**src/rtl/shifter_unit_if.sv**
```systemverilog
// Request/response bundle for the iterative barrel shifter.
// The master issues shift requests and consumes results; the slave is the shifter.
interface shifter_unit_if;
  logic        in_valid;
  logic        in_ready;
  logic [31:0] shiftee;
  logic [2:0]  shift_type;
  logic [7:0]  shift_amount;
  logic        carry_in;
  logic        out_valid;
  logic        out_ready;
  logic [31:0] result;
  logic        carry_out;

  modport master (
    output in_valid, shiftee, shift_type, shift_amount, carry_in, out_ready,
    input  in_ready, out_valid, result, carry_out
  );

  modport slave (
    input  in_valid, shiftee, shift_type, shift_amount, carry_in, out_ready,
    output in_ready, out_valid, result, carry_out
  );
endinterface

```
**src/rtl/shifter_unit.sv**
```systemverilog
// Iterative ARM barrel shifter: shifts the latched operand up to STEP bits
// per cycle and returns shifter_operand plus shifter carry-out.
//
// state | meaning
// IDLE  | ready for a request, nothing in flight
// SHIFT | shifting the work register, remaining counts down to zero
// DONE  | result/carry held on the output until accepted
module shifter_unit #(
  parameter int STEP = 4
) (
  input  logic         clk,
  input  logic         rst_n,
  shifter_unit_if.slave bus
);

  typedef enum logic [1:0] {IDLE, SHIFT, DONE} state_t;

  localparam logic [2:0] K_LSL = 3'd0;
  localparam logic [2:0] K_LSR = 3'd1;
  localparam logic [2:0] K_ASR = 3'd2;
  localparam logic [2:0] K_ROR = 3'd3;
  localparam logic [2:0] K_RRX = 3'd4;
  localparam logic [5:0] STEP_W = 6'(STEP);

  state_t      state, state_nxt;
  logic [31:0] work, work_nxt;
  logic        c_reg, c_nxt;
  logic [5:0]  remaining, remaining_nxt;
  logic [2:0]  kind, kind_nxt;

  logic [2:0]  acc_kind;
  logic [5:0]  acc_n;
  logic        acc_c;

  logic [5:0]  step_k;
  logic [4:0]  lsl_idx;
  logic [4:0]  low_idx;
  logic [31:0] step_work;
  logic        step_c;

  logic        in_ready_i;
  logic        out_valid_i;

  // Decode a new request into its operation kind, effective count and initial carry
  always_comb begin
    acc_kind = (bus.shift_type > K_RRX) ? K_LSL : bus.shift_type;
    acc_n    = '0;
    acc_c    = bus.carry_in;
    case (acc_kind)
      K_LSL, K_LSR: acc_n = (bus.shift_amount > 8'd33) ? 6'd33 : bus.shift_amount[5:0];
      K_ASR:        acc_n = (bus.shift_amount > 8'd32) ? 6'd32 : bus.shift_amount[5:0];
      K_ROR: begin
        // A nonzero multiple of 32 leaves the value intact but still updates carry
        if (bus.shift_amount[4:0] == 5'd0) begin
          acc_n = '0;
          if (bus.shift_amount != 8'd0) acc_c = bus.shiftee[31];
        end else begin
          acc_n = {1'b0, bus.shift_amount[4:0]};
        end
      end
      K_RRX:   acc_n = 6'd1;
      default: acc_n = '0;
    endcase
  end

  // One shift step of k = min(STEP, remaining) positions; carry is the last bit shifted out
  always_comb begin
    step_k    = (remaining < STEP_W) ? remaining : STEP_W;
    lsl_idx   = 5'(6'd32 - step_k);
    low_idx   = 5'(step_k - 6'd1);
    step_work = work;
    step_c    = c_reg;
    case (kind)
      K_LSL: begin
        step_work = work << step_k;
        step_c    = work[lsl_idx];
      end
      K_LSR: begin
        step_work = work >> step_k;
        step_c    = work[low_idx];
      end
      K_ASR: begin
        step_work = $signed(work) >>> step_k;
        step_c    = work[low_idx];
      end
      K_ROR: begin
        step_work = (work >> step_k) | (work << (6'd32 - step_k));
        step_c    = work[low_idx];
      end
      K_RRX: begin
        step_work = {c_reg, work[31:1]};
        step_c    = work[0];
      end
      default: begin
        step_work = work;
        step_c    = c_reg;
      end
    endcase
  end

  // Next-state, datapath updates and handshake outputs
  always_comb begin
    state_nxt     = state;
    work_nxt      = work;
    c_nxt         = c_reg;
    remaining_nxt = remaining;
    kind_nxt      = kind;
    in_ready_i    = 1'b0;
    out_valid_i   = 1'b0;
    case (state)
      IDLE: begin
        in_ready_i = 1'b1;
        if (bus.in_valid) begin
          work_nxt      = bus.shiftee;
          c_nxt         = acc_c;
          remaining_nxt = acc_n;
          kind_nxt      = acc_kind;
          state_nxt     = (acc_n != 6'd0) ? SHIFT : DONE;
        end
      end
      SHIFT: begin
        work_nxt      = step_work;
        c_nxt         = step_c;
        remaining_nxt = remaining - step_k;
        if (remaining <= STEP_W) state_nxt = DONE;
      end
      DONE: begin
        out_valid_i = 1'b1;
        if (bus.out_ready) state_nxt = IDLE;
      end
      default: state_nxt = IDLE;
    endcase
  end

  // State register
  always_ff @(posedge clk or negedge rst_n) begin
    if (!rst_n) state <= IDLE;
    else        state <= state_nxt;
  end

  // Datapath registers; cleared by reset so an abandoned request leaves nothing behind
  always_ff @(posedge clk or negedge rst_n) begin
    if (!rst_n) begin
      work      <= '0;
      c_reg     <= 1'b0;
      remaining <= '0;
      kind      <= K_LSL;
    end else begin
      work      <= work_nxt;
      c_reg     <= c_nxt;
      remaining <= remaining_nxt;
      kind      <= kind_nxt;
    end
  end

  assign bus.in_ready  = in_ready_i;
  assign bus.out_valid = out_valid_i;
  assign bus.result    = work;
  assign bus.carry_out = c_reg;

endmodule
```
**src/flat_wrapper.sv**
```systemverilog
// flat-port wrapper written by rule: the top's interface ports become plain ports
module shifter_unit_flat 
#(
  parameter int STEP = 4
)
  (clk, rst_n, bus_in_valid, bus_shiftee, bus_shift_type, bus_shift_amount, bus_carry_in, bus_out_ready, bus_in_ready, bus_out_valid, bus_result, bus_carry_out);
  shifter_unit_if bus_i ();
  input  logic clk;
  input  logic rst_n;
  input wire logic [$bits(bus_i.in_valid)-1:0] bus_in_valid;
  input wire logic [$bits(bus_i.shiftee)-1:0] bus_shiftee;
  input wire logic [$bits(bus_i.shift_type)-1:0] bus_shift_type;
  input wire logic [$bits(bus_i.shift_amount)-1:0] bus_shift_amount;
  input wire logic [$bits(bus_i.carry_in)-1:0] bus_carry_in;
  input wire logic [$bits(bus_i.out_ready)-1:0] bus_out_ready;
  output wire logic [$bits(bus_i.in_ready)-1:0] bus_in_ready;
  output wire logic [$bits(bus_i.out_valid)-1:0] bus_out_valid;
  output wire logic [$bits(bus_i.result)-1:0] bus_result;
  output wire logic [$bits(bus_i.carry_out)-1:0] bus_carry_out;
  assign bus_i.in_valid = bus_in_valid;
  assign bus_i.shiftee = bus_shiftee;
  assign bus_i.shift_type = bus_shift_type;
  assign bus_i.shift_amount = bus_shift_amount;
  assign bus_i.carry_in = bus_carry_in;
  assign bus_i.out_ready = bus_out_ready;
  assign bus_in_ready = bus_i.in_ready;
  assign bus_out_valid = bus_i.out_valid;
  assign bus_result = bus_i.result;
  assign bus_carry_out = bus_i.carry_out;
  shifter_unit #(.STEP(STEP)) u_core (.clk(clk), .rst_n(rst_n), .bus(bus_i));
endmodule
```
**config.mk**
```make
export PLATFORM = sky130hd
export DESIGN_NAME = shifter_unit_flat
export DESIGN_NICKNAME = d
export VERILOG_FILES = /design/src/rtl/shifter_unit_if.sv /design/src/rtl/shifter_unit.sv /design/src/flat_wrapper.sv
export SDC_FILE = /design/constraint.sdc
export NUM_CORES = 1
export LEC_CHECK = 0
export CAP_MARGIN = 20
export CORE_MARGIN = 2
export CORE_UTILIZATION = 45
export DETAILED_ROUTE_END_ITERATION = 16
export PLACE_DENSITY = 0.7
export RECOVER_POWER = 25
export SYNTH_ARGS = -nofsm -noshare
export SYNTH_HDL_FRONTEND = slang
export SYNTH_SLANG_ARGS = --single-unit
```
**constraint.sdc**
```tcl
create_clock -name clk -period 5.4 [get_ports clk]
set_input_delay 0.81 -clock clk [delete_from_list [all_inputs] [get_ports clk]]
set_output_delay 0.81 -clock clk [all_outputs]
set_load 0.05 [all_outputs]
```
==> impl_metrics.toml, run 1 <==
[sta]
drv_slew = 45
fin_crit_ps = 4440
fin_setup_tns_ps = 0
tightest_slew_ps = 2700
slew-limit-headroom_pct = -80.1
clock_skew_ps = 6.29
grt_setup_unrepaired = "false"
hold_violations = 0
fin_crit_sh_pct = 82.1
fmax_mhz = 225
setup_viol = 0

[cts]
cts_tree = "done"
clock_tree.root_cell = "clkbuf_16"
hold_buffers = 0
post_cts_resized = 0
clk_path_buf_depth = 2
clk_latency_ps = 300
cts_setup_buffers = 0
cts_max_level = 2
path_clk_slew_ps = 70
cts.sinks = 44
cts_made_buffers = 5

[place]
port_buffers = 82
place_congestion = 0.999
placed_cell_area_mm2 = 0.00661
dp_hpwl_um = 16400

[final_layout]
diodes = 0
final_cell_area_mm2 = 0.00676
fillers = 1282
syn_to_final_growth_pct = 16.0
drive_above_1_share_pct = 7.20
final_nets = 882

[setup_path]
rrSetupSlack_ps = 960
reg2reg_from = "u_core.remaining[4]"
reg2reg_depth = 10
crit_path_end_kind = "flop"
worst-endpoint-arrival_ps = 4660
crit_path_start_kind = "flop"
required_ps = 5630
cp_max_fo = 47
r2r-end = "u_core.bus.carry_out"
worstSetupPathType = "reg2reg"

[floorplan]
die_h_um = 118
core-area_mm2 = 0.0126
ios = 83
die_w_um = 118
num_rows = 41
dieArea_mm2 = 0.0139
start_util_pct = 46.2

[logic_synthesis]
synth_cell_types = 77
synth_common_cells = "98 x nand2_1, 75 x clkbuf_1, 73 x o21ai_0"
synth_area_leaders = "dfrtp_1 19%, nand2_1 6.3%, o21ai_0 6.3%"
ys.flop_type = "dfrtp_1"
yosys_register_bits = 44
synth_nets = 874
synth-warning-count = 0
async_reset_ff_share_pct = 100
synth_top_cell_by_area = "dfrtp_1"
synth_most_common_cell = "nand2_1"
synth_top_area_share_pct = 18.9
synth-edff-count = 0
seq_area_frac_synth_pct = 18.9
syn_area_mm2 = 0.00583
syn_inst = 824
avgSynthCellArea_um2 = 7.07

[route]
num_vias = 7266
drtAntennaViolNets = 0
wl_per_cell_um = 24.9
drc = 0
drt_iter0_drc = 1031
totalWireLength_um = 25000
viasPerCell = 7.23
first_pass_iters = 7

[pwr]
clockPowerShare_pct = 6.0
pwr-share-comb_pct = 74.5
internal-power_w = 0.00211
switchingPower_w = 0.00327
p_per_area_mw_per_mm2 = 796
p_leak_nw = 2.38
switching_share_pct = 60.8
power_frac_seq_pct = 19.5
max-vdd-ir-drop_v = 0.000404

[outcome]
violations = "capacitance limit, slew limit"
status = "finished, violations left"

[job]
max_cap_violations = 1

[global_routing]
use_met3_pct = 7.90
met2_usage_pct = 52.9
grt_pass1_vias = 6734
grt.total_usage_pct = 34.9
grt_pass1_wl_um = 39100
grt_max_degree = 74
grt_busiest_layer = "met2"
grt-ovfl-total = 0
use_met1_pct = 47.8
antenna_found_initial = 0

[worst_hold_path]
hold_end = "u_core.remaining[5]"
min_from = "u_core.remaining[5]"
hold_depth = 2
holdCritPathClass = "reg2reg"
[through the flow]
step	instances	utilization [%]	hold slack, ps	power (W)	setup WS (ps)
4_1_cts	1004	53.5	642	0.00524	1040
2_1_floorplan	824	-	514	0.00369	1680
3_3_place_gp	995	52.3	620	0.00488	1190
3_5_place_dp	996	52.4	652	0.00489	1070
6_report	1005	53.5	663	0.00538	964
5_1_grt	1005	53.5	702	0.00568	845
[metal layers]
layer / vias up / routed length (um)
met2: 580 / 11200
li1: 3177 / -
met4: 0 / 1060
met1: 3410 / 9780
met5: - / 0
met3: 99 / 3020
[power by group through the flow]
stage	Sequential [W]	Combinational, W	Clock [W]
floorplan	0.00111	0.00258	0
global placement	0.00102	0.00386	0
detailed placement	0.00102	0.00387	0
CTS	0.00102	0.00390	0.000328
global route	0.00107	0.00427	0.000337
finish	0.00105	0.00401	0.000324
[critical path, stage by stage (launching register included)]
cell	delay [ps]
dfrtp_1	470
or4_4	850
nor2_4	550
inv_2	250
ha_1	730
buf_4	410
a311oi_1	80
a32oi_1	260
nor2_1	60
or4_1	530
a21oi_1	160
[flip-flops by register name, summed over array words and instances (netlist names)]
register,cells
u_core.state,2
u_core.kind,3
u_core.bus.carry_out,1
u_core.remaining,6
u_core.bus.result,32
[layout make-up]
class / count / area, um^2 / share of cell area [%]
clock inverter: 1 / 5.00 / 0.0741
tap: 172 / 215 / 3.19
inverter: 11 / 43.8 / 0.648
clock buffer: 7 / 133 / 1.96
multi-input combinational: 671 / 4300 / 63.7
timing repair buffer: 99 / 956 / 14.1
sequential: 44 / 1100 / 16.3
[logic make-up after synthesis]
kind of cell               Yosys count  synth area share (%)
muxes                               44                  10.3
DFF                                 44                  18.9
AOI/OAI and AO/OA                  326                  37.3
xor gates and xnor gates             4                 0.601
buffers and inverters              109                  7.54
adders and majority gates            2                 0.429
other                                1                0.0644
and+or+nand+nor                    294                  24.9
[worst max-delay path by stage]
| stage | from | endpoint | slack, ps | depth (start not counted) |
|---|---|---|---|---|
| after detailed placement | u_core.remaining[4] | u_core.bus.carry_out | 1070 | 10 |
| after global routing | u_core.remaining[4] | u_core.bus.carry_out | 840 | 10 |
| after floorplan | u_core.remaining[4] | u_core.bus.result[10] | 1680 | 14 |
| after CTS | u_core.remaining[4] | u_core.bus.carry_out | 1040 | 10 |
| after global placement | u_core.remaining[4] | u_core.bus.carry_out | 1190 | 10 |
| final | u_core.remaining[4] | u_core.bus.carry_out | 960 | 10 |
[placed cells by master, fill, tap and decap left out, drive strengths merged, types with 7 or more instances in the layout]
| master | n |
|---|---|
| o21ai | 75 |
| nor3 | 20 |
| a21oi | 67 |
| nand2 | 98 |
| mux4 | 12 |
| buf | 17 |
| o211ai | 14 |
| a21boi | 8 |
| a31oi | 30 |
| nand3 | 47 |
| a211oi | 26 |
| or3 | 20 |
| a221oi | 15 |
| inv | 11 |
| dfrtp | 44 |
| o22ai | 11 |
| and3 | 10 |
| clkdlybuf4s50 | 81 |
| and2 | 7 |
| nor2 | 54 |
| nand2b | 8 |
| a221o | 11 |
| mux2i | 27 |
| clkbuf | 8 |
Power figures use the tool's default switching activity.
==> run 2, diff against run 1 <==
PLACE_DENSITY = 0.73   (was 0.7)
clock period = 3.65 ns   (was 5.4 ns; I/O delays follow)
==> impl_metrics.toml, run 2 (synthesis gave the netlist of run 1 again) <==
[pwr]
switching_share_pct = 60.6
max-vdd-ir-drop_v = 0.000707
pwr-share-comb_pct = 74.9
p_leak_nw = 2.45
power_frac_seq_pct = 19.3
p_per_area_mw_per_mm2 = 1170
clockPowerShare_pct = 5.9
switchingPower_w = 0.00488
internal-power_w = 0.00318

[floorplan]
die_h_um = 118
core-area_mm2 = 0.0126
num_rows = 41
start_util_pct = 46.2
die_w_um = 118
dieArea_mm2 = 0.0139
ios = 83

[setup_path]
crit_path_end_kind = "flop"
max_stage_delay_ps = 620
crit_chain = "or4_4 -> nor2_4 -> inv_2 -> ha_1 -> buf_4 -> a311oi_1 -> a32oi_1 -> nor2_1 -> or4_1 -> a21oi_1"
worstSetupPathType = "reg2reg"
worst-endpoint-arrival_ps = 3520
rrSetupSlack_ps = 360
required_ps = 3880
reg2reg_depth = 10
r2r-end = "u_core.bus.carry_out"
path_buf_inv = 2
crit_path_start_kind = "flop"
slowest_stage = "or4_4"
cpLargestDelayFamily = "simple AND/OR/NAND/NOR gates"
cp_max_fo = 14
reg2reg_from = "u_core.remaining[4]"

[cts]
cts_tree = "done"
cts_made_buffers = 5
cts_setup_buffers = 0
clk_latency_ps = 300
cts.sinks = 44
hold_buffers = 0
clk_path_buf_depth = 2
post_cts_resized = 0
path_clk_slew_ps = 70
clock_tree.root_cell = "clkbuf_16"
cts_max_level = 2

[route]
num_vias = 7408
drtAntennaViolNets = 0
drc = 0
totalWireLength_um = 24600
first_pass_iters = 7
drt_iter0_drc = 1278
wl_per_cell_um = 24.2
viasPerCell = 7.27

[global_routing]
grt-ovfl-total = 0
grt_pass1_vias = 6946
antenna_found_initial = 0
grt_pass1_wl_um = 38600
grt.total_usage_pct = 34.3
grt_max_degree = 75

[sta]
fin_crit_sh_pct = 90.1
fin_crit_ps = 3290
drv_slew = 0
fin_setup_tns_ps = 0
setup_viol = 0
hold_violations = 0
grt_setup_unrepaired = "false"
tightest_slew_ps = 1440
setup_slack_ps = 363
slew-limit-headroom_pct = 3.93
clock_skew_ps = 3.80
fmax_mhz = 304

[place]
place_congestion = 1.07
dpl_worst_slack_ps = 434
dp_hpwl_um = 16500
port_buffers = 82

[final_layout]
fillers = 1259
final_common_cell = "nand2_1"
final_nets = 896
drive_above_1_share_pct = 8.85
syn_to_final_growth_pct = 17.8
largest_register_ffs = 32
diodes = 0
mostFrequentLayoutCells = "98 x nand2_1, 81 x clkdlybuf4s50_1, 73 x o21ai_0"
seq_area_mm2 = 0.00110
multiInputGateArea_mm2 = 0.00430

[outcome]
status = "finished clean"

[worst_hold_path]
holdCritPathClass = "in2async"

[job]
max_cap_violations = 0
==> run 2: cell types whose count changed in the layout (fill, tap and decap cells not counted) <==
cell and delta:
buf_2 -1, buf_4 +15, buf_6 -1, clkbuf_1 -1, clkinv_2 +1, clkinv_4 +1
==> run 2: layout make-up <==
type	instances	area share [%]
multi-input cells	671	62.7
flip-flops and latches	44	16.1
repair buffers	113	15.4
well taps	172	3.14
clock buffers	5	1.82
inverters	11	0.638
clock inverters	3	0.273
==> run 2: power groups by stage <==
stage	Combinational [W]	Clock, W	Sequential [W]
6_report	0.00603	0.000474	0.00155
5_1_grt	0.00639	0.000503	0.00158
4_1_cts	0.00584	0.000485	0.00150
3_5_place_dp	0.00582	0	0.00150
3_3_place_gp	0.00576	0	0.00149
2_1_floorplan	0.00382	0	0.00164
==> run 2: per-layer routing <==
layer  wire length [um]  vias to the layer above  global-route usage [%]
met4               1100                        0                    14.8
li1                   -                     3203                       -
met5                  0                        -                       0
met2              10600                      679                    52.2
met1               9590                     3393                    45.9
met3               3340                      133                    9.16
==> run 2: through the flow <==
step / hold slack [ps] / std cells / area [um^2] / util (%) / power, W
3_5_place_dp: 651 / 1010 / 6720 / 53.2 / 0.00732
5_1_grt: 631 / 1019 / 6860 / 54.4 / 0.00847
4_1_cts: 491 / 1018 / 6860 / 54.4 / 0.00782
2_1_floorplan: 252 / 824 / 5830 / - / 0.00546
6_report: 525 / 1019 / 6860 / 54.4 / 0.00806
3_3_place_gp: 630 / 1010 / 6720 / 53.2 / 0.00725
==> run 2: how the worst max path moves through the flow <==
stage | from | to | cells after the start
2_1_floorplan | u_core.remaining[4] | u_core.bus.result[10] | 14
3_3_place_gp | u_core.remaining[4] | u_core.bus.carry_out | 10
3_5_place_dp | u_core.remaining[4] | u_core.bus.carry_out | 10
4_1_cts | u_core.remaining[4] | u_core.bus.carry_out | 10
5_1_grt | u_core.remaining[4] | u_core.bus.carry_out | 10
6_report | u_core.remaining[4] | u_core.bus.carry_out | 10
